### config.mk
export PLATFORM = sky130hd
export DESIGN_NAME = fmul_unit
export DESIGN_NICKNAME = d
export VERILOG_FILES = /design/src/rtl/fmul_unit.sv
export SDC_FILE = /design/constraint.sdc
export NUM_CORES = 2
export LEC_CHECK = 0
export ABC_AREA = 1
export BUFFER_PORTS_ARGS = -buffer_cell sky130_fd_sc_hd__buf_4
export CAP_MARGIN = 20
export CORE_UTILIZATION = 50
export CTS_CLUSTER_DIAMETER = 200
export DETAILED_ROUTE_END_ITERATION = 10
export HOLD_SLACK_MARGIN = 0.06
export PLACE_DENSITY = 0.67
export SLEW_MARGIN = 40
export SYNTH_ARGS = -nofsm -noshare
export SYNTH_HDL_FRONTEND = slang
export SYNTH_SLANG_ARGS = --single-unit
### constraint.sdc
create_clock -name clk -period 6.2 [get_ports clk]
set_input_delay 0.62 -clock clk [delete_from_list [all_inputs] [get_ports clk]]
set_output_delay 0.62 -clock clk [all_outputs]
set_load 0.05 [all_outputs]
### src/rtl/fmul_unit.sv
// fmul_unit: two-stage pipelined binary32 multiplier (RNE, FTZ); define FMUL_SPECIAL_EN for inf/NaN handling
module fmul_unit (
  input  logic [31:0] x1,
  input  logic [31:0] x2,
  output logic [31:0] y,
  input  logic        clk,
  input  logic        rstn
);
  logic               sign_d, sign_q, zero_d, zero_q;
  logic signed [9:0]  exp_d, exp_q;
  logic [35:0]        lo_d, lo_q, hi_d, hi_q;
  logic [23:0]        ma, mb;
  logic [47:0]        prod;
  logic               norm, guard, sticky;
  logic [22:0]        mant;
  logic [23:0]        rnd;
  logic signed [9:0]  exp_f;
  logic [31:0]        y_d, y_q, y_norm;
`ifdef FMUL_SPECIAL_EN
  logic               nan_d, nan_q, inf_d, inf_q;
  logic               inf1, inf2, nan1, nan2;
`endif
  // stage 1: sign, exponent sum, zero flag and two 24x12 partial products
  always_comb begin
    ma = {1'b1, x1[22:0]};
    mb = {1'b1, x2[22:0]};
    sign_d = x1[31] ^ x2[31];
    zero_d = (x1[30:23] == 8'd0) || (x2[30:23] == 8'd0);
    exp_d = $signed({2'b0, x1[30:23]}) + $signed({2'b0, x2[30:23]}) - 10'sd127;
    lo_d = 36'(ma) * 36'(mb[11:0]);
    hi_d = 36'(ma) * 36'(mb[23:12]);
`ifdef FMUL_SPECIAL_EN
    inf1 = (x1[30:23] == 8'hff) && (x1[22:0] == 23'd0);
    inf2 = (x2[30:23] == 8'hff) && (x2[22:0] == 23'd0);
    nan1 = (x1[30:23] == 8'hff) && (x1[22:0] != 23'd0);
    nan2 = (x2[30:23] == 8'hff) && (x2[22:0] != 23'd0);
    nan_d = nan1 || nan2 || (inf1 && x2[30:23] == 8'd0) || (inf2 && x1[30:23] == 8'd0);
    inf_d = inf1 || inf2;
`endif
  end
  // stage 2: sum partials, normalize, round to nearest even, saturate/flush and pack
  always_comb begin
    prod = {12'd0, lo_q} + {hi_q, 12'd0};
    norm = prod[47];
    mant = norm ? prod[46:24] : prod[45:23];
    guard = norm ? prod[23] : prod[22];
    sticky = norm ? |prod[22:0] : |prod[21:0];
    rnd = {1'b0, mant} + {23'd0, guard & (sticky | mant[0])};
    exp_f = exp_q + {9'd0, norm} + {9'd0, rnd[23]};
    y_norm = zero_q ? {sign_q, 31'd0} :
             (exp_f >= 10'sd255) ? {sign_q, 8'hff, 23'd0} :
             (exp_f <= 10'sd0) ? {sign_q, 31'd0} :
             {sign_q, exp_f[7:0], rnd[22:0]};
`ifdef FMUL_SPECIAL_EN
    y_d = nan_q ? 32'h7fc00000 : inf_q ? {sign_q, 8'hff, 23'd0} : y_norm;
`else
    y_d = y_norm;
`endif
  end
  // pipeline registers, cleared asynchronously so in-flight results are dropped
  always_ff @(posedge clk or posedge rstn) begin
    if (rstn) begin
      sign_q <= 1'b0;
      zero_q <= 1'b0;
      exp_q  <= '0;
      lo_q   <= '0;
      hi_q   <= '0;
      y_q    <= '0;
`ifdef FMUL_SPECIAL_EN
      nan_q  <= 1'b0;
      inf_q  <= 1'b0;
`endif
    end else begin
      sign_q <= sign_d;
      zero_q <= zero_d;
      exp_q  <= exp_d;
      lo_q   <= lo_d;
      hi_q   <= hi_d;
      y_q    <= y_d;
`ifdef FMUL_SPECIAL_EN
      nan_q  <= nan_d;
      inf_q  <= inf_d;
`endif
    end
  end
  assign y = y_q;
endmodule

==> results.sh <==
export IMPL_status="complete, but fails checks"
export IMPL_failed_checks="DRC"
export IMPL_tritoncts="yes"
export IMPL_muxShareOfSynthArea=0
export IMPL_gr_usage_all_layers=0.2673
export IMPL_grt_pass1_wl_um=108500
export IMPL_cts_setup_buffers=0
export IMPL_critical_path_class="in -> reg"
export IMPL_drt_antenna_violating_nets=0
export IMPL_synth_avg_cell_area_um2=7.511
export IMPL_synth_edff_count=0
export IMPL_crit_buf_inv=7
export IMPL_async_reset_ff_frac=1.000
export IMPL_slew_viol_final=0
export IMPL_setup_viol=0
export IMPL_rows=82
export IMPL_n_fill_cell=4894
export IMPL_synth_simple_area_share=0.2149
export IMPL_clkLatencyLatePin_ns=0.43
export IMPL_rsz0062_at_grt="false"
export IMPL_netlist_instances=3369
export IMPL_tightestPinTransition_ns=0.6623
export IMPL_synth_cell_types=45
export IMPL_die_w_um=227.0
export IMPL_final_common_cell="nand2_1"
export IMPL_die_area_um2=51510
export IMPL_viasPerCell=5.009
export IMPL_drtIter0Drc=1409
export IMPL_max_slew_margin=0.5580
export IMPL_nNetsFinal=4119
export IMPL_synth_xor_area_share=0.03392
export IMPL_synth_top_area_frac=0.3505
export IMPL_seq_area_frac_synth=0.1147
export IMPL_final_layout_size_suffix_gt1_frac=0.06407
export IMPL_post_dp_cell_area_um2=26750
export IMPL_initial_core_util=0.5054
export IMPL_cp_common_cell="fa_1"
export IMPL_synth_top_family_by_area="adder cells"
export IMPL_fmax_mhz=174.0
export IMPL_root_buffer="clkbuf_16"
export IMPL_crit_family="adder cells"
export IMPL_fin_area_um2=27320
export IMPL_firstDrtPassIters=8
export IMPL_final_hold_viol_count=0
export IMPL_core_um2=50070
export IMPL_ys_seq_elements=116
export IMPL_critPathMaxStageDelay_ns=0.55
export IMPL_ys_flop_type="dfrtp_1"
export IMPL_synthTopCellsByArea="fa_1, nand2_1, inv_1, dfrtp_1, ha_1"
export IMPL_syn_to_final_growth_pct=7.956
export IMPL_synthAdderAreaFrac=0.4435
export IMPL_gp_congestion=0.9946
export IMPL_period_needed_ns=5.749
export IMPL_io_pins=98
export IMPL_worst_path_max_delay_cell="fa_1"
export IMPL_r2r_slack_ns=0.62
export IMPL_grt_overflow=0
export IMPL_synthesis_area_um2=25300
export IMPL_critPathMaxFanout=13
export IMPL_vias=20571
export IMPL_routedWlPerCell_um=15.40
export IMPL_ys_warn_count=0
export IMPL_r2r_cells=27
export IMPL_htreeDepth=4
export IMPL_dp_hpwl_um=52110
export IMPL_cts_clk_slew_worst_paths_ns=0.07
export IMPL_worstSetupEndpointType="register"
export IMPL_wirelength_um=63270
export IMPL_portBuffers=97
export IMPL_clock_sinks=116
export IMPL_max_cap_violations=0
export IMPL_worst_path_stages=22
export IMPL_cts_repair_resized=0
export IMPL_hold_buffers=0
export IMPL_yosys_area_top_type="fa_1"
export IMPL_antenna_found_initial=2
export IMPL_cts_buffers_inserted=17
export IMPL_period_share=0.9272
export IMPL_setup_tns_ns=0
export IMPL_path_cells="buf_4, buf_4, nand2_1, inv_1, fa_1, inv_1, fa_1, fa_1, fa_1, fa_1, inv_1, ha_1, a21oi_1, inv_1, nor2_1, o221ai_1, nor2_1, o21ai_0, buf_4, a21oi_1, o21ai_0, xor2_1"
export IMPL_synth_net_count=4066
export IMPL_first_global_vias=21677
export IMPL_mostFrequentLayoutCells="nand2_1, inv_1, fa_1"
export IMPL_min_path_type="in -> async"
export IMPL_cts_path_max_buffers=2
export IMPL_start_kind="primary input"
export IMPL_worstPathRequired_ns=6.46
export IMPL_die_h_um=227.0
export IMPL_drc=4
export IMPL_grt_max_degree=63
export IMPL_cp_arrival_ns=6.01
export IMPL_fin_worst_skew_ns=0.01514
export IMPL_synth_compound_area_frac=0.04169
==> kinds of logic after synthesis <==
| logic type | count (synthesis) |
|---|---|
| compound gates | 191 |
| xor+xnor | 98 |
| fa+ha+maj | 631 |
| buf+inv | 1010 |
| flops | 116 |
| simple gates | 1323 |
==> stage by stage <==
stage	setup slack [ns]	hold slack, ns	util	instances
4_1_cts	0.5314	0.3158	0.5455	4106
6_report	0.4515	0.3034	0.5456	4107
3_5_place_dp	0.08961	0.3451	0.5343	4075
2_1_floorplan	0.7077	0.3312	-	3369
3_3_place_gp	0.1849	0.3320	0.5343	4075
5_1_grt	0.08944	0.3497	0.5455	4106
==> cell type report <==
class	instances	area, um^2	area share
repair buffers	137	1032	0.03779
flip-flops and latches	116	2903	0.1063
well taps	672	840.8	0.03078
diodes	1	2.502	0.00009161
inverters	907	3407	0.1247
multi-input cells	2243	18570	0.6800
clock inverters	13	127.6	0.004672
clock buffers	18	429.2	0.01571
==> layer usage <==
metal	vias up	global-route usage	wire length [um]
li1	9897	-	-
met1	9984	0.3631	28080
met2	584	0.4390	29330
met3	106	0.04246	3985
met4	0	0.08400	1876
met5	-	0	0
==> cells in the mapped netlist, types with 5 or more instances <==
cell / count
xnor2_1: 38
nor2_1: 124
nor2_2: 5
fa_1: 443
nand2_2: 19
nand2_1: 977
a21oi_1: 101
nor3_1: 25
dfrtp_1: 116
o21ai_0: 44
nand3_1: 112
o21a_1: 5
buf_2: 6
ha_1: 188
clkbuf_1: 92
a31oi_1: 14
nor4_1: 15
nor2_4: 10
nand4_1: 22
inv_2: 7
inv_1: 900
xor2_1: 60
==> final timing paths <==
path,startpoint,end
max,x1[7],lo_q[26]
min,rstn,y[23]
max reg2reg,lo_q[12],y[4]
min reg2reg,sign_q,y[31]
max in group asynchronous,rstn,lo_q[16]
min in group clk,sign_q,y[31]
==> sequential cells by signal (all words and copies together) (netlist names) <==
register,count
y,32
exp_q,10
zero_q,1
sign_q,1
lo_q,36
hi_q,36
Power is not shown: default switching activity piles up to over one toggle a cycle in this logic, so the estimate is an artifact.
